===== src/rtl/lap_stopwatch.sv =====
// lap_stopwatch: stopwatch / countdown timer with a lap-capture FIFO.
//
// A four-state control machine (IDLE, RUN, PAUSE, DONE) drives a WIDTH-bit
// counter that advances once every PRESCALE clocks while running. The
// counter counts up (saturating or wrapping at all-ones) or down (ending in
// DONE when it reaches zero). Lap requests push the current count into a
// first-word-fall-through FIFO that a host drains through a valid/ready port.
//
// Ports
//   clk          rising-edge clock
//   rst          asynchronous, active-low reset
//   start        run / resume request
//   stop         pause request
//   clear        return to IDLE, zero the count, flush the laps
//   lap          capture the current count into the lap FIFO
//   mode         0 = count up, 1 = count down (latched when a run starts)
//   load         preload request (IDLE or PAUSE)
//   load_val     preload value
//   elapsed      current count
//   running      high while in RUN
//   expired      high while in DONE
//   lap_data     FIFO head, first-word-fall-through
//   lap_valid    FIFO non-empty
//   lap_ready    host accepts the head
//   lap_count    FIFO occupancy
//   lap_overflow sticky: a lap was dropped because the FIFO was full
//   dbg_state    current control state (0 IDLE, 1 RUN, 2 PAUSE, 3 DONE)
//
// Handshake: the lap read port follows strict valid/ready rules. lap_data is
// meaningful only while lap_valid is high and holds steady until popped; a
// pop happens on every rising edge where lap_valid and lap_ready are both
// high, and lap_ready alone never changes the FIFO.

module lap_stopwatch #(
  parameter int WIDTH     = 16,
  parameter int PRESCALE  = 1,
  parameter int LAP_DEPTH = 4,
  parameter bit WRAP      = 1'b0
) (
  input  logic                         clk,
  input  logic                         rst,
  input  logic                         start,
  input  logic                         stop,
  input  logic                         clear,
  input  logic                         lap,
  input  logic                         mode,
  input  logic                         load,
  input  logic [WIDTH-1:0]             load_val,
  output logic [WIDTH-1:0]             elapsed,
  output logic                         running,
  output logic                         expired,
  output logic [WIDTH-1:0]             lap_data,
  output logic                         lap_valid,
  input  logic                         lap_ready,
  output logic [$clog2(LAP_DEPTH):0]   lap_count,
  output logic                         lap_overflow,
  output logic [1:0]                   dbg_state
);

  localparam int PW = (PRESCALE > 1) ? $clog2(PRESCALE) : 1;
  localparam int AW = $clog2(LAP_DEPTH);
  localparam int CW = AW + 1;

  localparam logic [PW-1:0]    PRE_LAST = PW'(PRESCALE - 1);
  localparam logic [WIDTH-1:0] CNT_MAX  = '1;
  localparam logic [CW-1:0]    FULL_CNT = CW'(LAP_DEPTH);

  typedef enum logic [1:0] {
    S_IDLE  = 2'd0,
    S_RUN   = 2'd1,
    S_PAUSE = 2'd2,
    S_DONE  = 2'd3
  } state_t;

  state_t           state;
  logic [PW-1:0]    presc;
  logic             mode_q;
  logic [WIDTH-1:0] mem [LAP_DEPTH];
  logic [AW-1:0]    wr_ptr;
  logic [AW-1:0]    rd_ptr;

  logic tick;
  logic start_ok;
  logic full;
  logic lap_ok;
  logic pop;
  logic push;
  logic drop;

  always_comb begin
    tick     = (state == S_RUN) && (presc == PRE_LAST);
    // A countdown that would start at zero has nothing to count.
    start_ok = start && !(mode && (elapsed == '0));
    full     = (lap_count == FULL_CNT);
    lap_ok   = lap && !clear && ((state == S_RUN) || (state == S_PAUSE));
    pop      = lap_valid && lap_ready && !clear;
    // A pop on the same edge frees the slot the new lap needs.
    push     = lap_ok && (!full || pop);
    drop     = lap_ok && full && !pop;
  end

  // Control state, counter and prescaler.
  always_ff @(posedge clk or negedge rst) begin
    if (!rst) begin
      state   <= S_IDLE;
      elapsed <= '0;
      presc   <= '0;
      mode_q  <= 1'b0;
      running <= 1'b0;
      expired <= 1'b0;
    end else if (clear) begin
      state   <= S_IDLE;
      elapsed <= '0;
      presc   <= '0;
      running <= 1'b0;
      expired <= 1'b0;
    end else begin
      case (state)
        S_IDLE: begin
          // stop outranks start and load even though it has no IDLE action.
          if (!stop) begin
            if (start_ok) begin
              state   <= S_RUN;
              running <= 1'b1;
              mode_q  <= mode;
              presc   <= '0;
            end else if (load) begin
              elapsed <= load_val;
            end
          end
        end
        S_PAUSE: begin
          if (!stop) begin
            if (start_ok) begin
              // The prescaler is left alone so a partial tick carries over.
              state   <= S_RUN;
              running <= 1'b1;
              mode_q  <= mode;
            end else if (load) begin
              elapsed <= load_val;
            end
          end
        end
        S_RUN: begin
          if (stop) begin
            state   <= S_PAUSE;
            running <= 1'b0;
          end else if (tick) begin
            presc <= '0;
            if (!mode_q) begin
              if (elapsed == CNT_MAX) begin
                if (WRAP) elapsed <= '0;
              end else begin
                elapsed <= elapsed + WIDTH'(1);
              end
            end else if (elapsed <= WIDTH'(1)) begin
              elapsed <= '0;
              state   <= S_DONE;
              running <= 1'b0;
              expired <= 1'b1;
            end else begin
              elapsed <= elapsed - WIDTH'(1);
            end
          end else begin
            presc <= presc + PW'(1);
          end
        end
        S_DONE: ;
        default: begin
          state   <= S_IDLE;
          running <= 1'b0;
          expired <= 1'b0;
        end
      endcase
    end
  end

  // Lap FIFO: circular buffer with an explicit occupancy count.
  always_ff @(posedge clk or negedge rst) begin
    if (!rst) begin
      wr_ptr       <= '0;
      rd_ptr       <= '0;
      lap_count    <= '0;
      lap_overflow <= 1'b0;
      for (int i = 0; i < LAP_DEPTH; i++) mem[i] <= '0;
    end else if (clear) begin
      wr_ptr       <= '0;
      rd_ptr       <= '0;
      lap_count    <= '0;
      lap_overflow <= 1'b0;
    end else begin
      if (push) begin
        mem[wr_ptr] <= elapsed;
        wr_ptr      <= wr_ptr + AW'(1);
      end
      if (pop) rd_ptr <= rd_ptr + AW'(1);
      if (push && !pop)      lap_count <= lap_count + CW'(1);
      else if (pop && !push) lap_count <= lap_count - CW'(1);
      if (drop) lap_overflow <= 1'b1;
    end
  end

  assign lap_valid = (lap_count != '0);
  assign lap_data  = mem[rd_ptr];
  assign dbg_state = state;

endmodule

===== config.mk =====
export PLATFORM = sky130hd
export DESIGN_NAME = lap_stopwatch
export DESIGN_NICKNAME = d
export VERILOG_FILES = /design/src/rtl/lap_stopwatch.sv
export SDC_FILE = /design/constraint.sdc
export NUM_CORES = 1
export LEC_CHECK = 0
export ABC_AREA = 1
export CORE_MARGIN = 2
export CORE_UTILIZATION = 40
export DETAILED_ROUTE_END_ITERATION = 10
export GPL_TIMING_DRIVEN = 0
export PLACE_DENSITY = 0.62
export SYNTH_ARGS = -nofsm -noshare
export SYNTH_HDL_FRONTEND = slang
export SYNTH_SLANG_ARGS = --single-unit

===== constraint.sdc =====
create_clock -name clk -period 2.8 [get_ports clk]
set_input_delay 0.42 -clock clk [delete_from_list [all_inputs] [get_ports clk]]
set_output_delay 0.42 -clock clk [all_outputs]
set_load 0.005 [all_outputs]

==> results.md <==
* Outcome: finished clean
* Skew-Pair Late Insertion Delay at 0.35 ns
* Placed instance area at 6320 µm²
* Fill count at 1,340
* WL/cell at 15.8 µm
* Async S/R FF share, synth at 100%
* Clock Sinks at 94
* I/O pin count at 66
* CTS tree: built
* Most frequent cells in the layout: nand2_1 (240), o21ai_0 (107), dfrtp_1 (94), nor2_1 (84), clkdlybuf4s50_1 (64)
* Die area at 14,500 µm²
* Initial Util at 41.0%
* Final Max Slew Viols at 0
* Synth-to-Final Area Change at 22.5%
* End-of-flow core utilization at 50.2%
* Die height at 120 µm
* Via count at 5,227
* Slew @ Worst Pin at 0.606 ns
* GP Congestion at 0.929
* Hold crit path type: in2async
* Drt initial violations at 327
* Max cap viols at 0
* Slack of the critical path at 0.111 ns
* TritonRoute pass-1 iters at 5
* Final net count at 854
* CTS clk-pin slew, worst paths at 0.07 ns
* R2R cell count at 11
* Cell Area, Synth at 5430 µm²
* Setup crit end kind: primary output
* Syn nets at 777
* Number of global-route vias before repair at 5,122
* Placed Cells at 982
* Layout cells sized above 1 at 10.3%
* PwrDens at 1090 nW/µm²
* Final wirelength at 15.8 mm
* Yosys reg bits at 94
* Global-route wire length before repair at 25.8 mm
* Leak at 0.00309 µW
* Flop2flop setup slack at 0.52 ns
* Skew final at 0.00711 ns
* Port bufs at 65
* Syn_area_per_cell at 7.33 µm²
* Std-Cell Rows at 42
* Clk buf depth at 2
* Initial antenna violation count at 0
* Grt total ovfl at 0
* # hold bufs at CTS at 0
* N_diodes at 0
* Fmax at 372 MHz
* Final std cells w/o fill at 998
* Post-DP HPWL at 11.4 mm
* Commonest non-fill, non-tap cell in the layout: nand2_1
* Highest net fanout along the worst path at 10
* Pwr Total at 7270 µW
* # H-tree levels at 3
* RSZ-0062 raised after global routing: no
* DP Worst Slack at 0.362 ns
* Post-Synthesis Cells at 740
* Crit path DAT at 2.27 ns
* Largest net degree at the start of global routing at 57
* Drt via density at 5.24
* Worst r2r src: elapsed[1]
* Root buf cell: clkbuf_16
* Hold Fails Final Rpt at 0
* Total CTS buffers at 9
* Worst Path Required at 2.38 ns
* Yosys cell types at 37
* # DRC at 0
* Die Wd at 120 µm
* Number of warnings issued by yosys at 0
* Tcrit/Tclk final at 96.0%
* All-Layer GR Usage at 22.5%
* Ys flop type: dfrtp_1
* Placeable Area at 13,200 µm²
* Antenna viol nets, final at 0
* Critical path class: reg2out
* Max_slew headroom at 59.4%
* Final std cell area, no fill at 6650 µm²
* Crit start category: register
* Worst r2r dst: elapsed[14]
* Final setup vio count at 0
* Register area share after synthesis at 43.3%
* Post-synth EDFFs at 0
* Minimum clock period after layout at 2.69 ns
* Peak VDD IR at 0.527 mV
==> sequential cells by signal, indices dropped and copies added, names as in the netlist, 2 cells and up <==
register and cells:
wr_ptr 2, mem 64, dbg_state 2, lap_count 3, elapsed 16, rd_ptr 2
==> per-layer routing <==
layer  up-vias  track usage [%]  share of wire (%)
met1      2503             30.3                 46
li1       2547                -                  -
met5         -                0                  0
met3        22             3.11                4.8
met4         0             7.49                1.8
met2       155             37.4                 48
==> final cells by class <==
| class | count | area, µm² | share of cell area [%] |
|---|---|---|---|
| clock buffers | 10 | 229 | 3.44 |
| multi-input cells | 563 | 2690 | 40.5 |
| flip-flops and latches | 94 | 2350 | 35.4 |
| well taps | 176 | 220 | 3.31 |
| inverters | 48 | 185 | 2.79 |
| clock inverters | 6 | 91.3 | 1.37 |
| plain buffers | 35 | 204 | 3.07 |
| repair buffers | 66 | 676 | 10.2 |
==> synth_stat cells, drive strengths merged, types with 2 or more instances <==
cell type  instances  area, µm²
nand4              6       37.5
nor3               2       10.0
a21oi             10       65.1
xor2               4       35.0
buf               23        154
dfrtp             94       2350
o211ai             3       22.5
o21ai            123        638
ha                11        138
nor2              97        425
clkbuf            12       45.0
nand3             32        170
inv               47        181
or2                2       12.5
o22ai             17        106
nand2            252        981
==> critical path, stage by stage (launching register included) <==
cell and delay (ns):
dfrtp_1 0.47, inv_1 0.27, clkbuf_2 0.29, o21ai_0 0.13, o22ai_1 0.21, clkdlybuf4s50_1 0.55
==> power by group <==
part / internal, µW / total, µW / switching [µW]
Clock: 792 / 1360 / 566
Sequential: 1770 / 2130 / 355
Combinational: 1550 / 3780 / 2230
Total: 4120 / 7270 / 3150
==> kinds of logic after synthesis <==
family	synth area share [%]
simple gates	30.2
compound gates	15.7
flops	43.3
buf+inv	7.08
fa+ha+maj	2.90
xor+xnor	0.807
==> what timing repair did <==
item / CTS / global route
endpoints found under the hold margin: 0 / 0
gates resized for setup: 1 / 5
endpoints found under the setup margin: 2 / 11
setup buffers: 0 / 0
cloned: 0 / 0
==> worst max-delay path by stage <==
stage / from / to / slack, ns / depth (start not counted)
floorplan: dbg_state[0] / lap_count[2] / 0.81 / 13
global placement: rst / elapsed[10] / -2.29 / 1
detailed placement: rd_ptr[1] / lap_data[13] / 0.36 / 5
CTS: rd_ptr[0] / lap_data[13] / 0.02 / 5
global route: rd_ptr[1] / lap_data[14] / 0.03 / 5
finish: rd_ptr[1] / lap_data[13] / 0.11 / 5
==> per-stage QoR <==
step / setup TNS (ns) / hold slack (ns)
6_report: 0 / 0.0395
5_1_grt: 0 / 0.0858
4_1_cts: 0 / 0.0628
3_5_place_dp: 0 / 0.433
3_3_place_gp: -214.43 / 0.460
2_1_floorplan: 0 / 0.124
Note: power is estimated with default switching activity, not from simulation.
